===== src/rtl/rr_pkg.sv =====
// ---------------------------------------------------------------------------
// rr_pkg -- shared definitions for the round-robin burst scheduler family.
//   NREQ_DEF : default number of requesters (power of two, 2..8)
//   LENW_DEF : default burst-length field width (burst = 1..2^LENW beats)
//   state_e  : scheduler FSM encoding (IDLE / BURST)
// ---------------------------------------------------------------------------
package rr_pkg;

  localparam int NREQ_DEF = 4;
  localparam int LENW_DEF = 4;

  typedef enum logic {
    ST_IDLE  = 1'b0,
    ST_BURST = 1'b1
  } state_e;

endpackage


===== src/rtl/rr_burst_scheduler_if.sv =====
// ---------------------------------------------------------------------------
// rr_burst_scheduler_if -- requester / resource bundle of the burst scheduler.
//   req        : per-requester request, level-sensitive
//   req_len    : per-requester burst length minus one (slice i = requester i)
//   res_ready  : shared resource accepts a beat this cycle
//   grant      : one-hot owner of the resource (zero when idle)
//   grant_id   : binary index of the owner (zero when idle)
//   beat_valid : a beat from the owner is presented
//   last_beat  : current beat is the final one of the burst
//   busy       : scheduler is running a burst
// modport master = requester/resource side, slave = scheduler side.
// ---------------------------------------------------------------------------
interface rr_burst_scheduler_if
  import rr_pkg::*;
#(
  parameter int NREQ = NREQ_DEF,
  parameter int LENW = LENW_DEF
);
  localparam int IDW = $clog2(NREQ);

  logic [NREQ-1:0]           req;
  logic [NREQ-1:0][LENW-1:0] req_len;
  logic                      res_ready;
  logic [NREQ-1:0]           grant;
  logic [IDW-1:0]            grant_id;
  logic                      beat_valid;
  logic                      last_beat;
  logic                      busy;

  modport master (
    output req, req_len, res_ready,
    input  grant, grant_id, beat_valid, last_beat, busy
  );

  modport slave (
    input  req, req_len, res_ready,
    output grant, grant_id, beat_valid, last_beat, busy
  );

endinterface


===== src/rtl/rr_pick.sv =====
// ---------------------------------------------------------------------------
// rr_pick -- combinational rotating-priority picker.
// Searches req_i starting at (last_i+1) mod NREQ, wrapping through last_i
// itself, and returns the first set bit.
//   req_i  : request vector
//   last_i : index of the most recently served requester
//   gnt_o  : one-hot winner (zero if no request)
//   idx_o  : binary winner index (zero if no request)
//   any_o  : at least one request present
// ---------------------------------------------------------------------------
module rr_pick
  import rr_pkg::*;
#(
  parameter  int NREQ = NREQ_DEF,
  localparam int IDW  = $clog2(NREQ)
) (
  input  logic [NREQ-1:0] req_i,
  input  logic [IDW-1:0]  last_i,
  output logic [NREQ-1:0] gnt_o,
  output logic [IDW-1:0]  idx_o,
  output logic            any_o
);

  logic [IDW-1:0] cand;
  logic           found;

  always_comb begin
    gnt_o = '0;
    idx_o = '0;
    found = 1'b0;
    cand  = '0;
    // NREQ is a power of two, so IDW-bit overflow is the modulo wrap;
    // k = NREQ lands back on last_i, giving it lowest priority.
    for (int k = 1; k <= NREQ; k++) begin
      cand = last_i + IDW'(k);
      if (!found && req_i[cand]) begin
        found       = 1'b1;
        idx_o       = cand;
        gnt_o[cand] = 1'b1;
      end
    end
  end

  assign any_o = found;

endmodule


===== src/rtl/rr_burst_scheduler.sv =====
// ---------------------------------------------------------------------------
// rr_burst_scheduler -- round-robin arbiter that hands a shared resource to
// one requester for a whole burst of (req_len+1) beats.
//   clk   : clock, all state on rising edge
//   rst_n : asynchronous active-low reset
//   bus   : rr_burst_scheduler_if.slave (req/req_len/res_ready in,
//           grant/grant_id/beat_valid/last_beat/busy out)
// Only state, grant, grant_id, beat counter and last-served index are
// registered; beat_valid/last_beat/busy are decoded from state and counter.
// ---------------------------------------------------------------------------
module rr_burst_scheduler
  import rr_pkg::*;
#(
  parameter int NREQ = NREQ_DEF,
  parameter int LENW = LENW_DEF
) (
  input logic                 clk,
  input logic                 rst_n,
  rr_burst_scheduler_if.slave bus
);

  localparam int IDW = $clog2(NREQ);

  state_e          state_q, state_d;
  logic [NREQ-1:0] grant_q, grant_d;
  logic [IDW-1:0]  gid_q,   gid_d;
  logic [IDW-1:0]  last_q,  last_d;
  logic [LENW-1:0] cnt_q,   cnt_d;

  logic [IDW-1:0]  pick_last;
  logic [NREQ-1:0] pick_gnt;
  logic [IDW-1:0]  pick_idx;
  logic            pick_any;
  logic            xfer;
  logic            done;

  assign xfer = (state_q == ST_BURST) && bus.res_ready;
  assign done = xfer && (cnt_q == '0);

  // A new winner out of BURST is only used on the completion edge, where
  // the current owner becomes "last" -- feed it straight in for the
  // zero-bubble hand-over instead of waiting for last_q to update.
  assign pick_last = (state_q == ST_BURST) ? gid_q : last_q;

  rr_pick #(.NREQ(NREQ)) u_pick (
    .req_i  (bus.req),
    .last_i (pick_last),
    .gnt_o  (pick_gnt),
    .idx_o  (pick_idx),
    .any_o  (pick_any)
  );

  always_ff @(posedge clk or negedge rst_n) begin
    if (!rst_n) begin
      state_q <= ST_IDLE;
      grant_q <= '0;
      gid_q   <= '0;
      cnt_q   <= '0;
      last_q  <= IDW'(NREQ - 1);   // requester 0 first after reset
    end else begin
      state_q <= state_d;
      grant_q <= grant_d;
      gid_q   <= gid_d;
      cnt_q   <= cnt_d;
      last_q  <= last_d;
    end
  end

  always_comb begin
    state_d = state_q;
    grant_d = grant_q;
    gid_d   = gid_q;
    cnt_d   = cnt_q;
    last_d  = last_q;
    case (state_q)
      ST_IDLE: begin
        if (pick_any) begin
          state_d = ST_BURST;
          grant_d = pick_gnt;
          gid_d   = pick_idx;
          cnt_d   = bus.req_len[pick_idx];
        end
      end
      ST_BURST: begin
        if (done) begin
          last_d = gid_q;
          if (pick_any) begin
            grant_d = pick_gnt;
            gid_d   = pick_idx;
            cnt_d   = bus.req_len[pick_idx];
          end else begin
            state_d = ST_IDLE;
            grant_d = '0;
            gid_d   = '0;
            cnt_d   = '0;
          end
        end else if (xfer) begin
          cnt_d = cnt_q - LENW'(1);
        end
      end
      default: state_d = ST_IDLE;
    endcase
  end

  assign bus.grant      = grant_q;
  assign bus.grant_id   = gid_q;
  assign bus.beat_valid = (state_q == ST_BURST);
  assign bus.busy       = (state_q == ST_BURST);
  assign bus.last_beat  = (state_q == ST_BURST) && (cnt_q == '0);

endmodule

===== src/flat_wrapper.sv =====
// flat-port wrapper written by rule: the top's interface ports become plain ports
module rr_burst_scheduler_flat import rr_pkg::*;
#(
  parameter int NREQ = NREQ_DEF,
  parameter int LENW = LENW_DEF
)
  (clk, rst_n, bus_req, bus_req_len, bus_res_ready, bus_grant, bus_grant_id, bus_beat_valid, bus_last_beat, bus_busy);
  rr_burst_scheduler_if #(.NREQ(NREQ), .LENW(LENW)) bus_i ();
  input logic clk;
  input logic rst_n;
  input wire logic [$bits(bus_i.req)-1:0] bus_req;
  input wire logic [$bits(bus_i.req_len)-1:0] bus_req_len;
  input wire logic [$bits(bus_i.res_ready)-1:0] bus_res_ready;
  output wire logic [$bits(bus_i.grant)-1:0] bus_grant;
  output wire logic [$bits(bus_i.grant_id)-1:0] bus_grant_id;
  output wire logic [$bits(bus_i.beat_valid)-1:0] bus_beat_valid;
  output wire logic [$bits(bus_i.last_beat)-1:0] bus_last_beat;
  output wire logic [$bits(bus_i.busy)-1:0] bus_busy;
  assign bus_i.req = bus_req;
  assign bus_i.req_len = bus_req_len;
  assign bus_i.res_ready = bus_res_ready;
  assign bus_grant = bus_i.grant;
  assign bus_grant_id = bus_i.grant_id;
  assign bus_beat_valid = bus_i.beat_valid;
  assign bus_last_beat = bus_i.last_beat;
  assign bus_busy = bus_i.busy;
  rr_burst_scheduler #(.NREQ(NREQ), .LENW(LENW)) u_core (.clk(clk), .rst_n(rst_n), .bus(bus_i));
endmodule

===== config.mk =====
export PLATFORM = sky130hd
export DESIGN_NAME = rr_burst_scheduler_flat
export DESIGN_NICKNAME = d
export VERILOG_FILES = /design/src/rtl/rr_pkg.sv /design/src/rtl/rr_burst_scheduler_if.sv /design/src/rtl/rr_pick.sv /design/src/rtl/rr_burst_scheduler.sv /design/src/flat_wrapper.sv
export SDC_FILE = /design/constraint.sdc
export NUM_CORES = 1
export LEC_CHECK = 0
export CAP_MARGIN = 20
export CELL_PAD_IN_SITES_DETAIL_PLACEMENT = 1
export CELL_PAD_IN_SITES_GLOBAL_PLACEMENT = 1
export CORE_MARGIN = 5
export CORE_UTILIZATION = 38
export DETAILED_ROUTE_END_ITERATION = 8
export PLACE_DENSITY_LB_ADDON = 0.25
export SLEW_MARGIN = 20
export SYNTH_ARGS = -nofsm -noshare
export SYNTH_HDL_FRONTEND = slang
export SYNTH_SLANG_ARGS = --single-unit
export TNS_END_PERCENT = 1

===== constraint.sdc =====
create_clock -name clk -period 4.09 [get_ports clk]
set_input_delay 0.6135 -clock clk [delete_from_list [all_inputs] [get_ports clk]]
set_output_delay 0.6135 -clock clk [all_outputs]
set_load 0.05 [all_outputs]

==> flow_summary.ini <==
[final_layout]
syn2layout_area_growth_pct = 27.43
num_antenna_cells = 0
layout-drive-gt1-share_pct = 12.57
multi_input_logic_area_sq_um = 970.9
layout.cells.most_common_list = 31 x sky130_fd_sc_hd__clkdlybuf4s50_1, 14 x sky130_fd_sc_hd__nor2_1, 12 x sky130_fd_sc_hd__nand2_1
nets_finish = 215
layout_commonest_cell = sky130_fd_sc_hd__clkdlybuf4s50_1
fill_cells = 430
regArea_sq_um = 327.8

[sta]
tightest_slew_ps = 623.3
period_minus_slack_ps = 3628
timing.final.crit_share_pct = 88.72
totalNegativeSetupSlack_ps = 0
finalSetupViolations = 0
timing.max_slew.rel_slack_pct = 58.01
post-route-worst-setup-slack_ps = 461.5
final-hold-violation-count = 0
maxSlewViolCount = 0
rsz_0062_raised_after_global_routing = false
max_freq_ghz = 0.2756
finClkSkew_ps = 3.577

[critical_path]
critPathRequiredTime_ps = 4210
rr_endpoint = u_core.cnt_q[1]$_DFFE_PN0P_
critical_path_peak_fanout = 13
cp_cell_sequence = mux2i_4 > ha_1 > mux4_2 > a2111o_1 > nand2_4 > mux2_1 > and3_1 > o32a_1
critical-path-slowest-cell = sky130_fd_sc_hd__dfrtp_1
timing.rr.start = u_core.bus.beat_valid$_DFF_PN0_
rrSetupSlack_ps = 460
timing.reg2reg.worst_path_depth = 8
endpoint_kind_of_the_worst_setup_timing_path = flip-flop
crit_start = u_core.bus.beat_valid$_DFF_PN0_
worst_setup_path_start_kind = flip-flop
worst_setup_path_end = u_core.cnt_q[1]$_DFFE_PN0P_
slowest_delay_ps = 640
worst_ep_arrival_time_ps = 3750
setup.worst_path.class = flip-flop to flip-flop

[clocking]
cts-root-to-sink-buffers = 2
worst_skew_pair.late_latency_ps = 240
post_cts_clock_slew_at_the_launch_and_capture_registers_of_the_worst_setup_and_hold_paths_ps = 60
cts.sinks = 13
holdBufCountCts = 0
cts_post_setup_buffers_inserted = 0
number_of_buffers_created_by_cts = 3
tritoncts = done
cts_root_buffer = sky130_fd_sc_hd__clkbuf_8
postcts_resize_cnt = 0
cts.htree.levels = 1

[floorplan]
fp.dieH_um = 70.51
floorplan.die.width_um = 70.51
floorplan.die_area_sq_um = 4972
ios = 32
initial_utilization_pct = 38.58
num_rows = 22
coreArea_sq_um = 3606

[global_routing]
globalRouteTotalUtil_pct = 16.96
globalRouteMet3Util_pct = 1.727
met1_demand_to_capacity_share_in_global_routing_pct = 20.96
grt_first_pass_wirelength_um = 6941
pin_count_of_the_biggest_net_entering_global_routing = 15
groute.layer.met2.usage_pct = 31.19
gr_busiest_metal = met2
total_grt_overflow = 0
vias_in_the_first_global_route = 1425
grt_antenna_before_repair = 0

[place]
place.port_buffers = 31
gpl.final_weighted_congestion = 0.7988
place_hpwl_um = 3279
post-place-ws_ps = 498.9

[power_and_ir_drop]
cellPowerDensity_nw_per_um2 = 736.2
worst_ir_drop_vdd_v = 0.0002765
power.static_leakage_nw = 0.7100

[yosys]
syn-cell-area_sq_um = 1391
synth.lib_cells_used.distinct = 51
postSynthNetCount = 185
sequential_fraction_of_the_synthesis_area_pct = 23.56
number_of_flops_mapped_to_enable_cells_by_yosys = 0
postSynthRegisterBits = 13
yosysTopAreaCellShare_pct = 19.78
yosysWarningCount = 0
number_of_instances_in_the_synthesized_netlist = 154
synthDominantAreaCellType = sky130_fd_sc_hd__dfrtp_1
ys_async_sr_fraction_pct = 100.0
synth_top_flop_cell = sky130_fd_sc_hd__dfrtp_1
synth_area_per_cell_sq_um = 9.035
synthTopCellsByArea = sky130_fd_sc_hd__dfrtp_1 20%, sky130_fd_sc_hd__ha_1 7.2%, sky130_fd_sc_hd__mux2i_1 5.8%, sky130_fd_sc_hd__mux2_2 4.9%, sky130_fd_sc_hd__dfstp_2 3.8%

[drt]
post_drt_wl_per_cell_um = 17.29
detailedRoute.firstPassIterationCount = 4
drc = 0
vias = 1321
drt-initial-drc-count = 36
viasPerCell = 5.719
detail_route.wirelength_um = 3993
antenna_left = 0

[worst_hold_path]
hp-class = flip-flop to flip-flop

[status]
run_status = complete, no violations

[job]
timing.max_cap.violations = 0
[flip-flops by register name, summed over array words and instances (netlist names)]
register / cells
u_core.bus.grant: 4
u_core.bus.beat_valid: 1
u_core.cnt_q: 4
u_core.bus.grant_id: 2
u_core.last_q: 2
[power by group]
group          switching (W)  total, W  leakage [nW]  internal (W)
registers          0.0000466  0.000233         0.152      0.000186
clock network      0.0000435  0.000112        0.0228     0.0000686
logic               0.000567  0.000960         0.536      0.000393
[area by class of cell]
cell class	count	area share (%)
flip-flops and latches	13	18.49
multi-input cells	122	54.76
inverters	11	2.470
clock buffers	4	2.541
well taps	48	3.387
repair buffers	33	18.35
[kinds of logic after synthesis]
logic type	after synthesis	synth area share [%]
AND/OR/NAND/NOR	49	17.90
AO/OA/AOI/OAI	43	23.83
flip-flops	13	23.56
buffers and inverters	19	6.655
multiplexers	22	20.86
adder cells (fa/ha/maj)	8	7.195
[worst max-delay path, delay by kind of cell, from the launching register on]
kind                     cells  cell delay (ps)
multiplexers                 3             1280
AO/OA/AOI/OAI                2              820
flip-flops                   1              640
adder cells (fa/ha/maj)      1              430
AND/OR/NAND/NOR              2              330
[through the flow]
stage / cell area (sq um) / std cells / hold slack [ps] / total power, W / utilization (%)
4_1_cts: 1773 / 231 / 498.0 / 0.001315 / 49.17
6_report: 1773 / 231 / 489.8 / 0.001305 / 49.17
3_5_place_dp: 1728 / 227 / 481.5 / 0.001202 / 47.92
2_1_floorplan: 1391 / 154 / 317.9 / 0.0009600 / -
3_3_place_gp: 1728 / 227 / 477.7 / 0.001157 / 47.92
5_1_grt: 1773 / 231 / 537.0 / 0.001412 / 49.17
[worst min path at each step]
stage	cells past startpoint	to	slack, ps	startpoint
3_3_place_gp	2	u_core.bus.grant[1]$_DFFE_PN0P_	480	u_core.bus.grant[1]$_DFFE_PN0P_
5_1_grt	2	u_core.bus.grant[1]$_DFFE_PN0P_	540	u_core.bus.grant[1]$_DFFE_PN0P_
3_5_place_dp	2	u_core.bus.grant[1]$_DFFE_PN0P_	480	u_core.bus.grant[1]$_DFFE_PN0P_
6_report	2	u_core.bus.grant[1]$_DFFE_PN0P_	490	u_core.bus.grant[1]$_DFFE_PN0P_
4_1_cts	2	u_core.bus.grant[1]$_DFFE_PN0P_	500	u_core.bus.grant[1]$_DFFE_PN0P_
2_1_floorplan	0	u_core.bus.beat_valid$_DFF_PN0_	320	rst_n
[cells in the mapped netlist (3+ instances only)]
| cell | n |
|---|---|
| sky130_fd_sc_hd__mux2i_1 | 8 |
| sky130_fd_sc_hd__a211o_1 | 3 |
| sky130_fd_sc_hd__inv_1 | 10 |
| sky130_fd_sc_hd__a22o_1 | 4 |
| sky130_fd_sc_hd__and3_1 | 3 |
| sky130_fd_sc_hd__o21ai_0 | 4 |
| sky130_fd_sc_hd__nor2_1 | 14 |
| sky130_fd_sc_hd__buf_4 | 3 |
| sky130_fd_sc_hd__o211ai_1 | 3 |
| sky130_fd_sc_hd__a31oi_1 | 3 |
| sky130_fd_sc_hd__nand3_1 | 5 |
| sky130_fd_sc_hd__ha_1 | 8 |
| sky130_fd_sc_hd__dfrtp_1 | 11 |
| sky130_fd_sc_hd__nand2_1 | 12 |
| sky130_fd_sc_hd__a21oi_1 | 8 |
| sky130_fd_sc_hd__mux2_2 | 6 |
| sky130_fd_sc_hd__mux2i_2 | 3 |
| sky130_fd_sc_hd__o221ai_1 | 3 |
[metal layers]
| metal | vias up | part of all wire (%) | routed length, um |
|---|---|---|---|
| met4 | 0 | 0.75 | 30 |
| met3 | 2 | 2.1 | 84 |
| met2 | 15 | 53 | 2126 |
| met1 | 665 | 44 | 1752 |
| li1 | 639 | - | - |
| met5 | - | 0 | 0 |
Power figures use the tool's default switching activity.
